[config.mk]
export PLATFORM = sky130hd
export DESIGN_NAME = vga_pattern_gen
export DESIGN_NICKNAME = d
export VERILOG_FILES = /design/src/rtl/vga_pattern_gen.sv
export SDC_FILE = /design/constraint.sdc
export NUM_CORES = 1
export LEC_CHECK = 0
export ABC_AREA = 1
export ABC_CLOCK_PERIOD_IN_PS = 4400
export BUFFER_PORTS_ARGS = -buffer_cell sky130_fd_sc_hd__buf_2
export CORE_MARGIN = 2
export CORE_UTILIZATION = 31
export CTS_CLUSTER_DIAMETER = 60
export DETAILED_ROUTE_END_ITERATION = 7
export GPL_ROUTABILITY_DRIVEN = 0
export GPL_TIMING_DRIVEN = 0
export MAX_ROUTING_LAYER = met4
export PLACE_DENSITY_LB_ADDON = 0.12
export SLEW_MARGIN = 25
export SYNTH_ARGS = -nofsm -noshare
export SYNTH_HDL_FRONTEND = slang
export SYNTH_SLANG_ARGS = --single-unit
[constraint.sdc]
create_clock -name clk -period 4.4 [get_ports clk]
set_clock_uncertainty 0.15 [all_clocks]
set_input_delay 0.22 -clock clk [delete_from_list [all_inputs] [get_ports clk]]
set_output_delay 0.22 -clock clk [all_outputs]
set_load 0.02 [all_outputs]
[src/rtl/vga_pattern_gen.sv]
// VGA timing and test-pattern generator: pixel-tick divider, x/y raster counters,
// syncs, blanking and four colour patterns, all registered with zero skew to x/y.
module vga_pattern_gen #(
    parameter int H_ACTIVE   = 640,
    parameter int H_FP       = 16,
    parameter int H_SYNC     = 96,
    parameter int H_BP       = 48,
    parameter int V_ACTIVE   = 480,
    parameter int V_FP       = 10,
    parameter int V_SYNC     = 2,
    parameter int V_BP       = 33,
    parameter int CLK_DIV    = 4,
    parameter int COLOR_W    = 8,
    parameter int CHECK_LOG2 = 5
) (
    input  logic                                               clk,
    input  logic                                               rst,
    input  logic [1:0]                                         mode,
    output logic [COLOR_W-1:0]                                 r,
    output logic [COLOR_W-1:0]                                 g,
    output logic [COLOR_W-1:0]                                 b,
    output logic                                               hsync,
    output logic                                               vsync,
    output logic                                               blank,
    output logic                                               outclk,
    output logic [$clog2(H_ACTIVE+H_FP+H_SYNC+H_BP)-1:0]       x,
    output logic [$clog2(V_ACTIVE+V_FP+V_SYNC+V_BP)-1:0]       y,
    output logic                                               frame_start
);
    localparam int H_TOTAL = H_ACTIVE + H_FP + H_SYNC + H_BP;
    localparam int V_TOTAL = V_ACTIVE + V_FP + V_SYNC + V_BP;
    localparam int XW      = $clog2(H_TOTAL);
    localparam int YW      = $clog2(V_TOTAL);
    localparam int XW1     = XW + 1;
    localparam int YW1     = YW + 1;
    localparam int DW      = $clog2(CLK_DIV);
    localparam int PW      = XW + 3;

    localparam logic [DW-1:0]  DIV_LAST = DW'(CLK_DIV - 1);
    localparam logic [DW-1:0]  DIV_HALF = DW'(CLK_DIV / 2 - 1);
    localparam logic [XW-1:0]  X_LAST   = XW'(H_TOTAL - 1);
    localparam logic [YW-1:0]  Y_LAST   = YW'(V_TOTAL - 1);
    localparam logic [XW1-1:0] H_VIS    = XW1'(H_ACTIVE);
    localparam logic [XW1-1:0] HS_START = XW1'(H_ACTIVE + H_FP);
    localparam logic [XW1-1:0] HS_END   = XW1'(H_ACTIVE + H_FP + H_SYNC);
    localparam logic [YW1-1:0] V_VIS    = YW1'(V_ACTIVE);
    localparam logic [YW1-1:0] VS_START = YW1'(V_ACTIVE + V_FP);
    localparam logic [YW1-1:0] VS_END   = YW1'(V_ACTIVE + V_FP + V_SYNC);
    localparam logic [PW-1:0]  BAR_DEN  = PW'(H_ACTIVE);

    logic [DW-1:0]      div_reg;
    logic [XW-1:0]      x_reg, x_next;
    logic [YW-1:0]      y_reg, y_next;
    logic [1:0]         mode_reg, mode_sel;
    logic               hsync_reg, hsync_next;
    logic               vsync_reg, vsync_next;
    logic               blank_reg, blank_next;
    logic [COLOR_W-1:0] r_reg, r_next;
    logic [COLOR_W-1:0] g_reg, g_next;
    logic [COLOR_W-1:0] b_reg, b_next;
    logic               outclk_reg;
    logic               frame_start_reg;
    logic               tick;
    logic               frame_entry;
    logic [PW-1:0]      bar_prod;
    logic [2:0]         bar_idx;
    logic               checker_on;

    assign tick = (div_reg == DIV_LAST);

    always_comb begin
        x_next = x_reg;
        y_next = y_reg;
        if (tick) begin
            if (x_reg == X_LAST) begin
                x_next = '0;
                y_next = (y_reg == Y_LAST) ? '0 : y_reg + 1'b1;
            end else begin
                x_next = x_reg + 1'b1;
            end
        end
    end

    assign frame_entry = tick && (x_next == '0) && (y_next == '0);
    // The first pixel of a frame already uses the mode being sampled on that edge.
    assign mode_sel    = frame_entry ? mode : mode_reg;

    // Decode everything from the position being entered so outputs land with x/y.
    assign hsync_next = !(({1'b0, x_next} >= HS_START) && ({1'b0, x_next} < HS_END));
    assign vsync_next = !(({1'b0, y_next} >= VS_START) && ({1'b0, y_next} < VS_END));
    assign blank_next = ({1'b0, x_next} < H_VIS) && ({1'b0, y_next} < V_VIS);

    assign bar_prod   = {x_next, 3'b000};
    assign bar_idx    = 3'(bar_prod / BAR_DEN);
    assign checker_on = x_next[CHECK_LOG2] ^ y_next[CHECK_LOG2];

    always_comb begin
        r_next = '0;
        g_next = '0;
        b_next = '0;
        if (blank_next) begin
            case (mode_sel)
                2'd0: begin
                    r_next = '1;
                    g_next = '1;
                    b_next = '1;
                end
                2'd1: begin
                    r_next = {COLOR_W{bar_idx[2]}};
                    g_next = {COLOR_W{bar_idx[1]}};
                    b_next = {COLOR_W{bar_idx[0]}};
                end
                2'd2: begin
                    r_next = {COLOR_W{checker_on}};
                    g_next = {COLOR_W{checker_on}};
                    b_next = {COLOR_W{checker_on}};
                end
                default: begin
                    r_next = COLOR_W'(x_next);
                    g_next = COLOR_W'(y_next);
                    b_next = COLOR_W'(x_next) + COLOR_W'(y_next);
                end
            endcase
        end
    end

    always_ff @(posedge clk or negedge rst) begin
        if (!rst) begin
            div_reg         <= '0;
            x_reg           <= X_LAST;
            y_reg           <= Y_LAST;
            mode_reg        <= '0;
            hsync_reg       <= 1'b1;
            vsync_reg       <= 1'b1;
            blank_reg       <= 1'b0;
            r_reg           <= '0;
            g_reg           <= '0;
            b_reg           <= '0;
            outclk_reg      <= 1'b0;
            frame_start_reg <= 1'b0;
        end else begin
            div_reg         <= tick ? '0 : div_reg + 1'b1;
            frame_start_reg <= frame_entry;
            if (frame_entry) begin
                mode_reg <= mode;
            end
            // outclk stays low after reset until the first tick starts a pixel period.
            if (tick) begin
                outclk_reg <= 1'b1;
            end else if (div_reg == DIV_HALF) begin
                outclk_reg <= 1'b0;
            end
            if (tick) begin
                x_reg     <= x_next;
                y_reg     <= y_next;
                hsync_reg <= hsync_next;
                vsync_reg <= vsync_next;
                blank_reg <= blank_next;
                r_reg     <= r_next;
                g_reg     <= g_next;
                b_reg     <= b_next;
            end
        end
    end

    assign x           = x_reg;
    assign y           = y_reg;
    assign hsync       = hsync_reg;
    assign vsync       = vsync_reg;
    assign blank       = blank_reg;
    assign r           = r_reg;
    assign g           = g_reg;
    assign b           = b_reg;
    assign outclk      = outclk_reg;
    assign frame_start = frame_start_reg;

endmodule

==> qor.txt, run 1 <==
Cell variety after synth = 43
Relative slew slack = 52.8%
Die ar. = 0.0128 mm2
Worst vdd ir = 0.120 mV
IO Count = 53
Share of cells above drive strength 1 = 22.6%
Worst Path Required = 4.44 ns
CTS tree = yes
Most common library cells after synthesis = nand2_1, inv_1, nand3_1, dfrtp_1, nor2_1
Final Power = 0.000955 W
H-tree Lvls = 2
Setup ws final = 0.489 ns
Sw frac = 20.5%
Initial DRC count = 212
Reg2reg setup slack = 0.49 ns
Cells on worst reg2reg path = 24
Overflow after GRT = 0
Highest clock rate = 256 MHz
Std-Cell Core Area = 0.0115 mm2
Clock network power share = 47.7%
Synth-to-layout area growth = 16.9%
Leakage = 2.39 nW
X dimension of the die = 113 um
Global Route met1 Usage = 23.6%
Largest area contributor in the synthesized netlist = dfrtp_1
Vert. Die Dim = 113 um
Slew @ Worst Pin = 0.709 ns
Crit. End Element = flip-flop
Worst Hold Depth = 4
Setup-failing EPs final = 0
Clock Sinks = 53
Top cell type's share of synthesized area = 27.7%
Yosys warns = 0
Internal power = 0.000759 W
Max Slew Vio Count = 0
Row count = 39
Power share of the combinational group = 1.3%
Sequential share of power = 51.0%
Via count = 3452
CP startpoint kind = flip-flop
Reg-to-Reg Start = x[0]$_DFFE_PN1N_
Longest Clk Path Bufs = 2
Largest net degree at the start of global routing = 54
Primary FF master, synth = dfrtp_1
Via-to-Cell Ratio = 4.83
Sequential area share after synthesis = 36.3%
Number of max-cap violations = 0
Root Buffer = clkbuf_16
Top Usage Layer GRT = met2
First-pass DRT Iterations = 6
Nets = 586
Grt met2 use = 26.5%
CTS clk-pin slew, worst paths = 0.07 ns
Status = complete, but fails checks
Hold wc startpoint = mode[1]
Post-synth ARST share = 100%
Sequential cell area = 0.00134 mm2
Num CTS Buffers = 5
Fillers = 1208
Worst Hold Class = input pin to flip-flop
DRC Markers = 2
Total wire length = 10.2 mm
Critical Path AT = 3.95 ns
First-pass GRT wire length = 16.8 mm
Final min period = 3.91 ns
All-Layer GR Usage = 17.0%
Hold Crit Endpoint = mode_reg[1]$_DFF_PN0_
Synth area leaders = dfrtp_1, nand2_1, dfstp_2, inv_1, nand3_1
Failing checks = DRC
Post-Syn Nets = 526
Port bufs = 52
PwrDens = 221 mW/mm2
Psw = 0.000195 W
Hold Fails Final Rpt = 0
DR WL/cell = 14.3 um
Reg2reg end = b[7]$_DFFE_PN0N_
Synth Instances = 510
Vias in the first global route = 3236
Flops & latches, synth = 53
CP max FO = 6
RSZ-0062 raised after global routing = no
Clock latency on the worst-skew pair = 0.29 ns
M3 GR Usage = 2.36%
Syn_area_per_cell = 7.25 um2
Dpl ws = 0.445 ns
Starting Density = 32.1%
Period utilisation layout = 88.9%
Top-count cell post-synth = nand2_1
Syn Std Cell Area = 0.00370 mm2
CP Class = flip-flop to flip-flop
Initial antenna violation count = 0
Number of synthesized flops with an enable pin = 0
Post-CTS Setup Repair Bufs = 0
Half-perimeter wire length after placement = 7.94 mm
Multi-input combinational cell area = 0.00201 mm2
Inserted Diodes = 0
Total negative slack = 0 ns
Post-route ant nets = 0
cell type report:
| cell class | instances | share of cell area (%) |
|---|---|---|
| multi-input combinational | 368 | 46.4 |
| sequential | 53 | 31.0 |
| inverter | 78 | 6.77 |
| timing repair buffer | 53 | 6.31 |
| tap | 143 | 4.14 |
| clock buffer | 6 | 2.98 |
| buffer | 11 | 1.48 |
| clock inverter | 2 | 0.897 |
layout by cell type, fill, tap and decap left out, types with 2 or more instances in the layout:
master / netlist / final
a31oi_1: 3 / 3
nand3_1: 52 / 52
nor3_1: 3 / 3
nand4_1: 11 / 11
nand3b_1: 3 / 3
o21ai_1: 5 / 5
o21ai_2: 16 / 16
nand3_2: 2 / 2
buf_4: 2 / 3
buf_2: 0 / 51
nand2_1: 154 / 154
xor2_1: 4 / 4
xnor2_1: 2 / 2
ha_1: 11 / 11
nor2_1: 32 / 32
buf_6: 2 / 2
dfstp_2: 12 / 12
a21oi_1: 3 / 3
clkbuf_1: 7 / 8
nand2_2: 11 / 11
inv_1: 74 / 74
inv_2: 4 / 4
nor2_4: 5 / 6
nor2_2: 8 / 7
o21ai_4: 2 / 2
clkbuf_16: 0 / 5
o21ai_0: 24 / 24
dfrtp_1: 41 / 41
per-stage QoR:
stage / area [um2] / std cells / hold slack, ns / util (%)
after floorplan: 3700 / 510 / -0.226 / -
after global placement: 4140 / 705 / 0.302 / 35.9
after detailed placement: 4140 / 705 / 0.181 / 36.0
after CTS: 4320 / 714 / 0.221 / 37.5
after global routing: 4320 / 714 / 0.232 / 37.5
final: 4320 / 714 / 0.228 / 37.5
cell families (layout without fill, tap and decap cells):
logic type	Yosys count	count (layout)	share of synthesized area (%)
xor+xnor	7	7	2.17
simple gates	289	289	36.7
fa+ha+maj	12	12	4.26
flops	53	53	36.3
buf+inv	89	150	9.64
compound gates	60	60	11.0
power by group through the flow:
| stage | Sequential [W] | Clock, W | Combinational [W] |
|---|---|---|---|
| after detailed placement | 0.000496 | 0 | 0.0000127 |
| final | 0.000487 | 0.000455 | 0.0000122 |
| after global routing | 0.000487 | 0.000482 | 0.0000144 |
| after global placement | 0.000496 | 0 | 0.0000123 |
| after floorplan | 0.000497 | 0 | 0.000000177 |
| after CTS | 0.000487 | 0.000469 | 0.0000134 |
metal layers:
layer / up-vias / share of wire (%)
li1: 1745 / -
met1: 1629 / 49
met2: 73 / 46
met3: 5 / 4.2
met4: 0 / 0.63
met5: - / 0
critical path: stages (launching register included):
cell	delay (ns)
dfstp_2	0.57
ha_1	0.28
nand2_1	0.07
nor2_1	0.13
nand3_1	0.17
nor2_4	0.22
nand2_1	0.09
nand3_1	0.25
inv_1	0.11
ha_1	0.35
a21o_1	0.19
a31oi_1	0.22
inv_1	0.07
a21oi_1	0.12
o21ai_0	0.15
nand2_1	0.09
nand2_1	0.05
nand2_1	0.07
nand3_1	0.07
nand2_1	0.09
nand3_1	0.07
nand2_1	0.06
inv_1	0.04
nand3_1	0.07
nand2_1	0.06
how the worst max path moves through the flow:
stage	slack, ns	startpoint	endpoint
2_1_floorplan	0.97	x[0]$_DFFE_PN1N_	b[7]$_DFFE_PN0N_
3_3_place_gp	0.43	x[0]$_DFFE_PN1N_	b[7]$_DFFE_PN0N_
3_5_place_dp	0.44	x[0]$_DFFE_PN1N_	b[7]$_DFFE_PN0N_
4_1_cts	0.42	x[0]$_DFFE_PN1N_	b[7]$_DFFE_PN0N_
5_1_grt	0.08	x[0]$_DFFE_PN1N_	b[7]$_DFFE_PN0N_
6_report	0.49	x[0]$_DFFE_PN1N_	b[7]$_DFFE_PN0N_
timing repair:
action	4_1_cts	5_1_grt
hold buffers	1	0
hold endpoints to repair	41	0
setup endpoints to repair	0	1
gates resized for setup	0	1
Note: power is estimated with default switching activity, not from simulation.
==> inputs of run 2 (changes only) <==
--- a/config.mk
+++ b/config.mk
@@ -5,7 +5,7 @@
 export SDC_FILE = /design/constraint.sdc
 export NUM_CORES = 1
 export LEC_CHECK = 0
-export ABC_AREA = 1
+export ABC_AREA = 0
 export ABC_CLOCK_PERIOD_IN_PS = 4400
 export BUFFER_PORTS_ARGS = -buffer_cell sky130_fd_sc_hd__buf_2
 export CORE_MARGIN = 2
==> qor.txt, run 2 <==
Status = finished, final reports clean
Post-Syn Nets = 419
CP startpoint kind = flip-flop
RSZ-0062 raised after global routing = no
Mux share of post-synthesis cell area = 1.48%
Final min period = 4.26 ns
IO Count = 53
Std-Cell Core Area = 0.0113 mm2
Sequential share of power = 50.3%
CP max-delay cell = or4_4
Post-synth ARST share = 100%
Multi-input combinational cell area = 0.00206 mm2
Sequential area share after synthesis = 37.8%
Reg2reg setup slack = 0.14 ns
Inst Count DP = 598
Overflow after GRT = 0
Highest clock rate = 235 MHz
Number of synthesized flops with an enable pin = 0
Nets = 482
Starting Density = 31.5%
Root Buffer = clkbuf_16
Leakage = 2.01 nW
Fillers = 1186
First-pass DRT Iterations = 4
Commonest non-fill, non-tap cells in the layout = buf_2, dfrtp_1, inv_1
Total wire length = 11.2 mm
Clock latency on the worst-skew pair = 0.30 ns
Adder-cell share of the synthesized area = 4.72%
Initial DRC count = 170
All-Layer GR Usage = 18.7%
Largest family of logic cells by synthesized area = compound AO/OA/AOI/OAI gates
Crit. End Element = flip-flop
Top cell type's share of synthesized area = 28.9%
Yosys warns = 0
Synth-to-layout area growth = 22.7%
Hold_ws = 0.0642 ns
Synth area leaders = dfrtp_1, dfstp_2, o32ai_1, a21oi_1, inv_1
PwrDens = 222 mW/mm2
Final std cells w/o fill = 610
Share of cells above drive strength 1 = 26.3%
Power share of the combinational group = 1.5%
CP Class = flip-flop to flip-flop
Primary FF master, synth = dfrtp_1
Setup-failing EPs final = 0
Worst Hold Class = input pin to flip-flop
Synth Instances = 403
Xor and xnor fraction of the mapped netlist area = 4.19%
Critical Path AT = 4.31 ns
Internal power = 0.000775 W
Slew @ Worst Pin = 0.937 ns
Clock network power share = 48.2%
Vert. Die Dim = 111 um
Inserted Diodes = 0
Worst Hold Depth = 2
Num CTS Buffers = 5
Worst vdd ir = 0.134 mV
Flops & latches, synth = 53
Vias in the first global route = 3366
Longest Clk Path Bufs = 2
Slowest cell delay on critical path = 0.59 ns
Cells on worst reg2reg path = 10
Syn Std Cell Area = 0.00355 mm2
DRC Markers = 0
Worst Path Required = 4.45 ns
X dimension of the die = 111 um
Reg-to-Reg Start = x[9]$_DFFE_PN1N_
Psw = 0.000194 W
Number of max-cap violations = 0
DR WL/cell = 18.3 um
Reg2reg end = g[2]$_DFFE_PN0N_
Via count = 3372
Initial antenna violation count = 0
CTS tree = yes
Compound-Gate Fraction of Synth Area = 26.2%
Commonest non-fill, non-tap cell in the layout = buf_2
Half-perimeter wire length after placement = 8.06 mm
Post-Synth Simple-Gate Area = 17.9%
Period utilisation layout = 96.9%
Post-route ant nets = 0
Sequential cell area = 0.00134 mm2
Die ar. = 0.0123 mm2
Port bufs = 52
Crit path top cell by count = or4_4
Largest net degree at the start of global routing = 54
Top-count cell post-synth = dfrtp_1
Cell variety after synth = 68
Most common library cells after synthesis = dfrtp_1, a21oi_1, inv_1, o32ai_1, o21ai_0
First-pass GRT wire length = 18.1 mm
Max Slew Vio Count = 0
Hold Fails Final Rpt = 0
Via-to-Cell Ratio = 5.53
Row count = 39
CP max FO = 10
Relative slew slack = 36.9%
Clock Sinks = 53
Largest area contributor in the synthesized netlist = dfrtp_1
Sw frac = 20.0%
CTS clk-pin slew, worst paths = 0.07 ns
Crit path cell chain = clkbuf_2 -> nand4b_1 -> or4_4 -> o21a_1 -> or4_4 -> or4b_4 -> or4_4 -> o31a_4 -> buf_6 -> o32ai_1
H-tree Lvls = 2
Hold Crit Endpoint = mode_reg[0]$_DFF_PN0_
Syn_area_per_cell = 8.81 um2
Hold wc startpoint = mode[0]
## run 2: worst max-delay path, delay by kind of cell, from the launching register on
family | cells | cell delay (ns)
simple gates | 5 | 2.48
compound gates | 3 | 0.65
flops | 1 | 0.52
buf+inv | 2 | 0.36
## run 2: per-layer routing
layer	vias up	GRT usage, %	wire (um)
li1	1632	-	-
met1	1619	25.2	5120
met2	104	29.2	5320
met3	17	2.73	513
met4	0	5.92	199
met5	-	-	0
## run 2: power groups by stage
stage | clock network, W | logic [W] | registers, W
6_report | 0.000467 | 0.0000146 | 0.000487
3_5_place_dp | 0 | 0.0000150 | 0.000496
5_1_grt | 0.000502 | 0.0000173 | 0.000487
2_1_floorplan | 0 | 0.00000163 | 0.000497
4_1_cts | 0.000486 | 0.0000156 | 0.000487
3_3_place_gp | 0 | 0.0000144 | 0.000496
## run 2: what timing repair did
action | 4_1_cts | 5_1_grt
buffers inserted | 3 | 4
endpoints found under the hold margin | 41 | 0
endpoints found under the setup margin | 24 | 24
hold buffers | 1 | 0
pin swaps | 1 | 4
gates resized for setup | 15 | 20
## run 2: worst max-delay path by stage
stage / from / to / slack, ns / cells past startpoint
5_1_grt: div_reg[0]$_DFF_PN0_ / g[2]$_DFFE_PN0N_ / 0.01 / 11
2_1_floorplan: x[0]$_DFFE_PN1N_ / b[3]$_DFFE_PN0N_ / 0.09 / 12
3_3_place_gp: x[0]$_DFFE_PN1N_ / b[7]$_DFFE_PN0N_ / -0.48 / 14
3_5_place_dp: x[0]$_DFFE_PN1N_ / b[7]$_DFFE_PN0N_ / -0.48 / 14
4_1_cts: x[8]$_DFFE_PN1N_ / r[2]$_DFFE_PN0N_ / 0.003 / 12
6_report: x[9]$_DFFE_PN1N_ / g[2]$_DFFE_PN0N_ / 0.14 / 10
## run 2: final cells by class
type	instances	area share, %
Timing Repair Buffer	60	7.47
Multi-Input combinational cell	284	47.3
Tap cell	143	4.11
Buffer	25	3.16
Inverter	37	3.19
Clock buffer	7	3.28
Clock inverter	1	0.690
Sequential cell	53	30.8
## run 2: cells by family (layout without fill, tap and decap cells)
family | count (synthesis) | after routing
buffers and inverters | 66 | 130
adder cells (fa/ha/maj) | 13 | 13
AND/OR/NAND/NOR | 111 | 111
AO/OA/AOI/OAI | 138 | 138
XOR/XNOR | 17 | 17
flip-flops | 53 | 53
multiplexers | 5 | 5
## run 2: per-stage QoR
step | instance area (um2) | setup slack, ns | setup TNS [ns] | power, W | util (%)
2_1_floorplan | 3550 | 0.0891 | 0 | 0.000498 | -
3_3_place_gp | 3990 | -0.479 | -8.59 | 0.000511 | 35.4
3_5_place_dp | 4000 | -0.477 | -7.37 | 0.000511 | 35.5
4_1_cts | 4250 | 0.00311 | 0 | 0.000989 | 37.7
5_1_grt | 4350 | 0.0105 | 0 | 0.00101 | 38.6
6_report | 4350 | 0.137 | 0 | 0.000969 | 38.6
==> inputs of run 3 (changes only) <==
--- a/config.mk
+++ b/config.mk
@@ -6,7 +6,7 @@
 export NUM_CORES = 1
 export LEC_CHECK = 0
 export ABC_AREA = 0
-export ABC_CLOCK_PERIOD_IN_PS = 4400
+export ABC_CLOCK_PERIOD_IN_PS = 3470
 export BUFFER_PORTS_ARGS = -buffer_cell sky130_fd_sc_hd__buf_2
 export CORE_MARGIN = 2
 export CORE_UTILIZATION = 31
==> constraint.sdc (replaced) <==
create_clock -name clk -period 3.47 [get_ports clk]
set_clock_uncertainty 0.15 [all_clocks]
set_input_delay 0.1735 -clock clk [delete_from_list [all_inputs] [get_ports clk]]
set_output_delay 0.1735 -clock clk [all_outputs]
set_load 0.02 [all_outputs]
==> qor.txt, run 3 (same netlist as run 2, synthesis figures left out) <==
First-pass DRT Iterations = 4
Worst vdd ir = 0.175 mV
Via-to-Cell Ratio = 5.49
Final Power = 0.00120 W
CTS tree = yes
Failing checks = setup timing
PwrDens = 236 mW/mm2
DRC Markers = 0
Number of max-cap violations = 0
Hold Fails Final Rpt = 0
Clock Sinks = 53
Highest clock rate = 257 MHz
RSZ-0062 raised after global routing = yes
Sequential cell area = 0.00134 mm2
Setup ws final = -0.421 ns
First-pass GRT wire length = 18.7 mm
Row count = 39
Clock latency on the worst-skew pair = 0.30 ns
Half-perimeter wire length after placement = 8.08 mm
H-tree Lvls = 2
Die ar. = 0.0123 mm2
X dimension of the die = 111 um
Worst Path Required = 3.52 ns
Vias in the first global route = 3526
Total wire length = 11.6 mm
Post-route ant nets = 0
Num CTS Buffers = 5
CTS clk-pin slew, worst paths = 0.07 ns
Total negative slack = -9.78 ns
Commonest non-fill, non-tap cells in the layout = buf_2, dfrtp_1, inv_1
Worst setup startpoint = x[0]$_DFFE_PN1N_
Final min period = 3.89 ns
Status = complete, but fails checks
Crit. End Element = flip-flop
Fillers = 1117
Multi-input combinational cell area = 0.00245 mm2
Worst Setup EP = b[2]$_DFFE_PN0N_
Std-Cell Core Area = 0.0113 mm2
CP startpoint kind = flip-flop
Dpl ws = -1.17 ns
Final std cells w/o fill = 634
Initial DRC count = 163
Via count = 3481
Largest net degree at the start of global routing = 54
Vert. Die Dim = 111 um
CP max FO = 5
Critical Path AT = 3.94 ns
Max Slew Vio Count = 0
Commonest non-fill, non-tap cell in the layout = buf_2
Setup-failing EPs final = 26
Inst Count DP = 598
All-Layer GR Usage = 19.6%
Overflow after GRT = 0
IO Count = 53
Slew @ Worst Pin = 0.909 ns
Initial antenna violation count = 0
Reg2reg setup slack = -0.42 ns
Starting Density = 31.5%
Period utilisation layout = 112%
DR WL/cell = 18.3 um
Inserted Diodes = 0
Worst Hold Class = input pin to flip-flop
Port bufs = 52
Share of cells above drive strength 1 = 40.3%
Leakage = 2.26 nW
Cells on worst reg2reg path = 10
Nets = 507
Root Buffer = clkbuf_16
Longest Clk Path Bufs = 2
Reg2reg end = b[2]$_DFFE_PN0N_
Relative slew slack = 39.4%
Synth-to-layout area growth = 43.4%
Reg-to-Reg Start = x[0]$_DFFE_PN1N_
CP Class = flip-flop to flip-flop
run 3: worst min path at each step:
stage                         startpoint                    end  slack, ns  cells past startpoint
detailed placement                   rst       x[5]$_DFFE_PN0N_       0.13                      1
global placement    div_reg[0]$_DFF_PN0_   div_reg[0]$_DFF_PN0_       0.30                      1
finish                           mode[1]  mode_reg[1]$_DFF_PN0_       0.02                      2
global route                     mode[1]  mode_reg[1]$_DFF_PN0_       0.04                      2
floorplan                            rst       b[0]$_DFFE_PN0N_      -0.27                      0
CTS                              mode[1]  mode_reg[1]$_DFF_PN0_       0.01                      2
run 3: layout make-up:
| type | instances | share of cell area [%] |
|---|---|---|
| plain buffers | 21 | 4.15 |
| clock buffers | 5 | 2.46 |
| clock inverters | 2 | 0.688 |
| inverters | 37 | 2.73 |
| multi-input cells | 284 | 48.1 |
| flip-flops and latches | 53 | 26.4 |
| well taps | 143 | 3.52 |
| repair buffers | 89 | 12.0 |
run 3: layer usage:
metal / GRT usage, % / routed length, um / vias to the layer above / share of wire [%]
met3: 2.73 / 430 / 15 / 3.7
li1: - / - / 1680 / -
met2: 32.6 / 5820 / 76 / 50
met1: 25.1 / 5120 / 1710 / 44
met5: - / 0 / - / 0
met4: 5.75 / 235 / 0 / 2.0
run 3: repair_timing:
item | 4_1_cts | 5_1_grt
buffers inserted | 28 | 5
hold buffers | 1 | 0
endpoints found under the setup margin | 26 | 26
endpoints found under the hold margin | 41 | 0
pin swaps | 15 | 12
gates cloned | 3 | 0
resized for setup | 59 | 25
run 3: through the flow:
stage,hold slack (ns),area [um2],utilization [%]
floorplan,-0.272,3790,-
global placement,0.300,4230,37.6
detailed placement,0.129,4240,37.6
CTS,0.0137,4900,43.5
global route,0.0395,5090,45.2
finish,0.0203,5090,45.2
run 3: power breakdown:
part           total [W]  switching (W)  leakage (nW)  internal, W
logic          0.0000187      0.0000151          1.63   0.00000366
registers       0.000618              0         0.555     0.000618
clock network   0.000565       0.000230        0.0797     0.000336
total            0.00120       0.000245          2.26     0.000957
run 3: worst max-delay path, cell delays in order (launching register included):
cell and delay [ns]:
dfstp_2 0.57, ha_4 0.17, nand4bb_4 0.12, or4_4 0.48, o21a_1 0.22, or4_4 0.55
or4b_4 0.55, or4_4 0.44, o31a_4 0.18, buf_6 0.15, o32ai_2 0.21
